$ cat src/rtl/watchdog_recovery_if.sv
// Recovery-sequencer bus: the watchdog-facing inputs (bark, clear_fault)
// and the recovery outputs (sys_reset_out, fault, retry_count).
// The master side is the watchdog/supervisor; the slave side is the sequencer.
interface watchdog_recovery_if #(
  parameter int MAX_RETRIES = 3
) ();
  localparam int RW = $clog2(MAX_RETRIES + 1);

  logic          bark;
  logic          clear_fault;
  logic          sys_reset_out;
  logic          fault;
  logic [RW-1:0] retry_count;

  modport master (
    output bark,
    output clear_fault,
    input  sys_reset_out,
    input  fault,
    input  retry_count
  );

  modport slave (
    input  bark,
    input  clear_fault,
    output sys_reset_out,
    output fault,
    output retry_count
  );
endinterface

$ cat src/rtl/watchdog_recovery.sv
// Recovery sequencer downstream of the watchdog.
// Each bark produces a PULSE_TICKS-wide system reset pulse and then a hold-off
// window. After MAX_RETRIES attempts without an intervening healthy period,
// the next bark latches a fault that holds the system in reset until it is
// cleared. A run of bark-free idle cycles returns the retry budget.

// Invariant checker for the sequencer outputs.
module watchdog_recovery_chk #(
  parameter int MAX_RETRIES = 3,
  parameter int RW          = 2
) (
  input logic          clk,
  input logic          reset,
  input logic          sys_reset_out,
  input logic          fault,
  input logic [RW-1:0] retry_count
);
  // A latched fault always keeps the protected logic in reset.
  a_fault_holds_reset: assert property (
    @(posedge clk) disable iff (reset) fault |-> sys_reset_out
  );

  // The retry count saturates at the budget and never wraps.
  a_retry_bounded: assert property (
    @(posedge clk) disable iff (reset) retry_count <= RW'(MAX_RETRIES)
  );
endmodule

module watchdog_recovery #(
  parameter int PULSE_TICKS   = 4,
  parameter int HOLDOFF_TICKS = 8,
  parameter int MAX_RETRIES   = 3,
  parameter int HEALTHY_TICKS = 16
) (
  input logic               clk,
  input logic               reset,
  watchdog_recovery_if.slave bus
);
  localparam int RW       = $clog2(MAX_RETRIES + 1);
  localparam int TICK_MAX = (PULSE_TICKS > HOLDOFF_TICKS) ? PULSE_TICKS : HOLDOFF_TICKS;
  localparam int TW       = $clog2(TICK_MAX + 1);
  localparam int HW       = $clog2(HEALTHY_TICKS + 1);

  // Terminal counts. The hold-off window includes the edge that leaves PULSE,
  // so HOLDOFF starts with one tick already consumed; the healthy window
  // likewise includes the edge that enters IDLE.
  localparam logic [TW-1:0] PULSE_LAST   = TW'(PULSE_TICKS - 1);
  localparam logic [TW-1:0] HOLD_LAST    = TW'(HOLDOFF_TICKS - 1);
  localparam logic [HW-1:0] HEALTHY_LAST = HW'(HEALTHY_TICKS - 1);
  localparam logic [RW-1:0] RETRY_LIMIT  = RW'(MAX_RETRIES);

  typedef enum logic [1:0] {
    IDLE    = 2'd0,
    PULSE   = 2'd1,
    HOLDOFF = 2'd2,
    FAULT   = 2'd3
  } state_t;

  state_t        state_r;
  logic [TW-1:0] tick_r;
  logic [HW-1:0] healthy_r;
  logic [RW-1:0] retry_count_r;
  logic          sys_reset_out_r;
  logic          fault_r;
  logic [HW-1:0] healthy_inc_s;

  assign healthy_inc_s = healthy_r + HW'(1);

  // Recovery FSM: state, counters and all outputs updated on one edge.
  always_ff @(posedge clk) begin
    if (reset) begin
      state_r         <= IDLE;
      tick_r          <= TW'(0);
      healthy_r       <= HW'(0);
      retry_count_r   <= RW'(0);
      sys_reset_out_r <= 1'b0;
      fault_r         <= 1'b0;
    end else begin
      case (state_r)
        IDLE: begin
          if (bus.bark) begin
            // Bark takes priority over a healthy-window expiry on the same edge.
            healthy_r <= HW'(0);
            if (retry_count_r < RETRY_LIMIT) begin
              state_r         <= PULSE;
              retry_count_r   <= retry_count_r + RW'(1);
              tick_r          <= TW'(0);
              sys_reset_out_r <= 1'b1;
              fault_r         <= 1'b0;
            end else begin
              state_r         <= FAULT;
              sys_reset_out_r <= 1'b1;
              fault_r         <= 1'b1;
            end
          end else if (healthy_inc_s >= HEALTHY_LAST) begin
            healthy_r     <= HW'(0);
            retry_count_r <= RW'(0);
          end else begin
            healthy_r <= healthy_inc_s;
          end
        end

        PULSE: begin
          // Bark is not sampled while the reset pulse is being driven.
          if (tick_r >= PULSE_LAST) begin
            sys_reset_out_r <= 1'b0;
            if (HOLDOFF_TICKS == 1) begin
              // The single hold-off tick is the PULSE exit edge itself.
              state_r   <= IDLE;
              tick_r    <= TW'(0);
              healthy_r <= HW'(0);
            end else begin
              state_r <= HOLDOFF;
              tick_r  <= TW'(1);
            end
          end else begin
            tick_r <= tick_r + TW'(1);
          end
        end

        HOLDOFF: begin
          // Protected logic is coming out of reset; bark is ignored here.
          if (tick_r >= HOLD_LAST) begin
            state_r   <= IDLE;
            tick_r    <= TW'(0);
            healthy_r <= HW'(0);
          end else begin
            tick_r <= tick_r + TW'(1);
          end
        end

        FAULT: begin
          // Only an explicit clear leaves FAULT; bark is ignored.
          if (bus.clear_fault) begin
            state_r         <= IDLE;
            retry_count_r   <= RW'(0);
            sys_reset_out_r <= 1'b0;
            fault_r         <= 1'b0;
            tick_r          <= TW'(0);
            healthy_r       <= HW'(0);
          end else begin
            sys_reset_out_r <= 1'b1;
            fault_r         <= 1'b1;
          end
        end

        default: begin
          state_r         <= IDLE;
          tick_r          <= TW'(0);
          healthy_r       <= HW'(0);
          sys_reset_out_r <= 1'b0;
          fault_r         <= 1'b0;
        end
      endcase
    end
  end

  assign bus.sys_reset_out = sys_reset_out_r;
  assign bus.fault         = fault_r;
  assign bus.retry_count   = retry_count_r;

  watchdog_recovery_chk #(
    .MAX_RETRIES (MAX_RETRIES),
    .RW          (RW)
  ) u_chk (
    .clk           (clk),
    .reset         (reset),
    .sys_reset_out (sys_reset_out_r),
    .fault         (fault_r),
    .retry_count   (retry_count_r)
  );
endmodule

$ cat src/flat_wrapper.sv
// flat-port wrapper written by rule: the top's interface ports become plain ports
module watchdog_recovery_flat 
#(
  parameter int PULSE_TICKS   = 4,
  parameter int HOLDOFF_TICKS = 8,
  parameter int MAX_RETRIES   = 3,
  parameter int HEALTHY_TICKS = 16
)
  (clk, reset, bus_bark, bus_clear_fault, bus_sys_reset_out, bus_fault, bus_retry_count);
  watchdog_recovery_if #(.MAX_RETRIES(MAX_RETRIES)) bus_i ();
  input logic clk;
  input logic reset;
  input wire logic [$bits(bus_i.bark)-1:0] bus_bark;
  input wire logic [$bits(bus_i.clear_fault)-1:0] bus_clear_fault;
  output wire logic [$bits(bus_i.sys_reset_out)-1:0] bus_sys_reset_out;
  output wire logic [$bits(bus_i.fault)-1:0] bus_fault;
  output wire logic [$bits(bus_i.retry_count)-1:0] bus_retry_count;
  assign bus_i.bark = bus_bark;
  assign bus_i.clear_fault = bus_clear_fault;
  assign bus_sys_reset_out = bus_i.sys_reset_out;
  assign bus_fault = bus_i.fault;
  assign bus_retry_count = bus_i.retry_count;
  watchdog_recovery #(.PULSE_TICKS(PULSE_TICKS), .HOLDOFF_TICKS(HOLDOFF_TICKS), .MAX_RETRIES(MAX_RETRIES), .HEALTHY_TICKS(HEALTHY_TICKS)) u_core (.clk(clk), .reset(reset), .bus(bus_i));
endmodule
$ cat config.mk
export PLATFORM = sky130hd
export DESIGN_NAME = watchdog_recovery_flat
export DESIGN_NICKNAME = d
export VERILOG_FILES = /design/src/rtl/watchdog_recovery_if.sv /design/src/rtl/watchdog_recovery.sv /design/src/flat_wrapper.sv
export SDC_FILE = /design/constraint.sdc
export NUM_CORES = 1
export LEC_CHECK = 0
export CELL_PAD_IN_SITES_DETAIL_PLACEMENT = 1
export CELL_PAD_IN_SITES_GLOBAL_PLACEMENT = 1
export CORE_UTILIZATION = 37
export DETAILED_ROUTE_END_ITERATION = 10
export PLACE_DENSITY_LB_ADDON = 0.25
export SYNTH_ARGS = -nofsm -noshare
export SYNTH_HDL_FRONTEND = slang
export SYNTH_SLANG_ARGS = --single-unit
export TNS_END_PERCENT = 5
$ cat constraint.sdc
create_clock -name clk -period 1.78 [get_ports clk]
set_input_delay 0.356 -clock clk [delete_from_list [all_inputs] [get_ports clk]]
set_output_delay 0.356 -clock clk [all_outputs]
set_load 0.03 [all_outputs]
* After elaboration in Yosys (flattened, before gate mapping)
Index checks and enable logic that the tools add are counted.
Word-level totals: bits in registers 15, input port bits 4
Cells by class: add/sub/neg operators 3, order comparisons 4, equal/unequal tests 10, multiplexer cells 28, reduce and logical (&&, ||, !) cells 10
Operators by type and width (number):
- $mux W4 | 5
- $mux W5 | 4
- $mux W2 | 8
- $pmux W4 S4 | 1
- $pmux W5 S3 | 1
- $reduce_and A3 Y1 | 3
- $pmux W2 S4 | 1
- $reduce_and A4 Y1 | 2
- $ne A2 B1 Y1 const B | 3
- $ne A3 B2 Y1 const B | 2
- $reduce_bool A3 Y1 | 2
- $add A5 B1 Y5 const B | 1
- $ge A5 B4 Y1 const B | 1
- $mux W1 | 5
- $add A4 B1 Y4 const B | 1
- $eq A2 B2 Y1 const B | 2
- $ge A4 B2 Y1 const B | 1
- $ge A4 B3 Y1 const B | 1
- $ne A2 B2 Y1 const B | 2
- $pmux W2 S2 | 1
- $pmux W1 S3 | 1
- $add A2 B1 Y2 const B | 1
- $eq A2 B1 Y1 const B | 1
- $logic_not A2 Y1 | 1
- other kinds (4) | 4

* Logic depth before layout (Yosys ltp)
depth in word-level cells 5, mapped depth 7

* Least setup slack after synthesis
OpenSTA, ideal clock, no wires.
path kind register to register, start register u_core.healthy_r[0], end register u_core.healthy_r[3], library setup time 0.120 ns, arrival time 1.595 ns, required time 1.660 ns, slack 0.065 ns, stages on the path, launching flop included 8, buffers on the path 0, clock period less this slack 1.715 ns, cells stage by stage dfxtp_1 -> inv_1 -> ha_1 -> nor3b_1 -> nor3b_1 -> a22oi_2 -> nor4_1 -> a211o_1
On the way: longest elaborated chain between the ends 5
Ends and longest elaborated chain:
- from (decl) | RTL line watchdog_recovery.sv:61 | logic [HW-1:0] healthy_r;
- from (signal assigned) | RTL line watchdog_recovery.sv:99 | healthy_r <= healthy_inc_s;
- $add A5 B1 Y5 * | RTL line watchdog_recovery.sv:67 | assign healthy_inc_s = healthy_r + HW'(1);
- $ge A5 B4 Y1 | RTL line watchdog_recovery.sv:95 | end else if (healthy_inc_s >= HEALTHY_LAST) begin
- $mux W5 * | RTL line watchdog_recovery.sv:95
- $mux W5 * | RTL line watchdog_recovery.sv:81 | if (bus.bark) begin
- $pmux W5 S3 * | RTL line watchdog_recovery.sv:79 | case (state_r)
Mark *: on every way between the ends. The rest lies on a longest branch, timed or not. A chain may end at the register's enable or synchronous reset.

* Worst setup path after layout
start register u_core.retry_count_r[1] (netlist: u_core.bus.retry_count[1]), end output bus_retry_count[1]
RTL lines:
- from (decl) | RTL line watchdog_recovery.sv:62 | logic [RW-1:0] retry_count_r;
- from (signal assigned) | RTL line watchdog_recovery.sv:86 | retry_count_r <= retry_count_r + RW'(1);
- to (decl) | RTL line flat_wrapper.sv:17 | output wire logic [$bits(bus_i.retry_count)-1:0] bus_retry_count;
No word-level cell between the ends.

==> run metrics <==
combinational share of power=64.3%; synth unique cells=38; final setup violation count=0; Critical Path Start=u_core.bus.retry_count[1]; reg-to-reg critical path endpoint=u_core.healthy_r[3]; RSZ-0062 raised after global routing=yes; Worst-path clk slew=0.10 ns; Buf+Inv Stages, Crit Path=1; cell type with the highest aggregate area in the netlist=dfxtp_1; Sw Ratio=42.6%; number of remaining DRC errors=0; Clock power frac=10.0%; synth cell count leaders=15 x dfxtp_1, 12 x nand2_1, 10 x nor2_1; GRT overflow=0; Area Overhead vs Synth=35.9%; Slew @ Worst Pin=0.370 ns; share of the synthesized area in the top cell type=31.7%; #FFs+latches synth=15; share of post-route cells with drive strength above 1=32.2%; IO Port Bufs=7; Final Critical Period=1.71 ns; Pins Over Slew Limit=0; worst path cell trace=clkdlybuf4s50_1; DIE AREA=0.00277 mm²; Final period util=95.9%; first-pass GRT wire length=4.21 mm; Root Buffer=clkbuf_4; io pins=8; status=completed; largest net degree at the start of global routing=9; Switch Pwr=867 µW; Chip Height=52.6 µm; final net count=156; critical path's largest stage delay=0.68 ns; via/cell ratio=5.57; TritonCTS buffer count=3; Hold Path Class=reg -> reg; ys async rst share=0%; DR iter-0 viols=5; Via Count=953; register share of total power=25.7%; Max VDD drop=841 µV; Max-cap violations=0; cell count after synthesis=116; Mapped Area=947 µm²; Max Root-Sink Buffers=2; placeable core region=0.00232 mm²; Internal Pwr Total=1170 µW; Clock Sink Count=15; top post-synthesis cells by area=dfxtp_1 32%, ha_1 11%, nand2_1 4.8%, a21oi_1 4.2%, nor2_1 4.0%; Crit Reg-Reg Startpoint=u_core.healthy_r[0]; Max-slew headroom=75.3%; vias in the first global route=920; Ant. Diodes=0; number of cells on the worst hold path=2; std cell rows=17; Final HPWL DP=1.93 mm; WL per Instance=15.9 µm; CP Data Required Time=1.42 ns; worst reg2reg path depth=8; global router's overall resource usage=21.4%; overall power=2030 µW; Top FF cell, synth=dfxtp_1; Slowest-stage cell, CP=clkdlybuf4s50_1; clock latency on the worst-skew pair=0.29 ns; Setup CP Type=reg -> out; synth warn=0; crit-path max FO=3; total stage count of the critical path=1; worst hold path startpoint=u_core.tick_r[1]; final wirelength=2.71 mm; CP top delay family=buffers and inverters; Post-Synthesis Net Count=128; sequential-to-total area share from yosys stat=31.7%; number of hold buffers added after CTS=0; gpl congestion=0.819; Power Density=1580 mW/mm²; final hold violations=0; Post-DRT Antenna Nets=0; most common cell in the synthesized netlist=dfxtp_1; setup_tns=0 ns; CP endpoint kind=output port; fmax=0.586 GHz; Die Wd=52.6 µm; Final Skew=0.0116 ns; initial antenna violation count=0; CP Data Arrival Time=1.35 ns; initial core utilization=40.9%; Static Leak=0.000533 µW; startpoint types=flop; reg2reg setup slack=0.09 ns; CTS tree=built; Initial DRT Pass Iterations=3; CP Capture Point=bus_retry_count[1]; H-Tree Depth=1; Post-synth EDFFs=0; Mean Syn Cell Area=8.17 µm²
[worst min-delay path by stage]
stage,endpoint
after floorplan,u_core.tick_r[1]
after global placement,u_core.tick_r[1]
after detailed placement,u_core.tick_r[1]
after CTS,u_core.tick_r[1]
after global routing,u_core.tick_r[1]
final,u_core.tick_r[1]
[kinds of logic (layout without fill, tap and decap cells)]
logic type,Yosys count,in the layout,synth area share (%)
muxes,2,2,2.38
buffers and inverters,8,35,3.17
adders and majority gates,8,8,10.6
AOI/OAI and AO/OA,32,32,23.6
and+or+nand+nor,50,50,27.6
DFF,15,15,31.7
xor gates and xnor gates,1,1,0.925
[through the flow]
stage | instance area, µm² | utilization (%) | setup WS, ns | cells | hold slack (ns)
floorplan | 947 | - | 0.0651 | 116 | 0.444
global placement | 1170 | 50.4 | -0.157 | 166 | 0.452
detailed placement | 1170 | 50.4 | -0.237 | 166 | 0.467
CTS | 1210 | 52.3 | 0.00387 | 170 | 0.481
global route | 1290 | 55.5 | -0.0313 | 171 | 0.495
finish | 1290 | 55.5 | 0.0725 | 171 | 0.476
[repair_timing]
item	in CTS	in global routing
gates cloned	0	0
buffers inserted	0	1
pin swaps	0	4
resized for setup	4	19
endpoints found under the setup margin	4	8
[routing by layer]
| layer | up-vias | routed length (µm) | global-route usage [%] |
|---|---|---|---|
| met1 | 463 | 1170 | 23.9 |
| met3 | 4 | 50 | 6.09 |
| met4 | 0 | 36 | 10.1 |
| li1 | 478 | - | - |
| met5 | - | 0 | 0 |
| met2 | 8 | 1450 | 36.7 |
[sequential cells by signal, summed over array words and instances, names as in the netlist]
register,flops
u_core.healthy_r,5
u_core.tick_r,4
u_core.bus.retry_count,2
u_core.state_r,2
u_core.bus.fault,1
u_core.bus.sys_reset_out,1
[power groups by stage]
stage / clock, µW / sequential, µW / combinational [µW]
floorplan: 0 / 559 / 632
global placement: 0 / 501 / 1100
detailed placement: 0 / 510 / 1140
CTS: 213 / 503 / 1170
global route: 230 / 533 / 1430
finish: 204 / 522 / 1310
[placed cells by master, fill, tap and decap left out, types with 3 or more instances in the layout]
| cell | Yosys | layout |
|---|---|---|
| nor3_1 | 5 | 5 |
| clkbuf_4 | 0 | 3 |
| clkdlybuf4s50_1 | 0 | 6 |
| inv_1 | 7 | 7 |
| buf_4 | 0 | 16 |
| o21ai_0 | 7 | 6 |
| dfxtp_2 | 0 | 4 |
| nor3b_2 | 0 | 3 |
| nand2_1 | 12 | 12 |
| dfxtp_1 | 15 | 11 |
| ha_2 | 0 | 5 |
| nor2_1 | 10 | 10 |
| nor2b_1 | 5 | 4 |
| a21oi_1 | 8 | 7 |
[area by class of cell]
type	count	area, µm²
Clock buffer	4	26.3
Tap cell	28	35.0
Fill cell	287	1030
Timing Repair Buffer	24	204
Sequential cell	15	305
Inverter	7	26.3
Multi-Input combinational cell	93	691
Note: power is estimated with default switching activity, not from simulation.
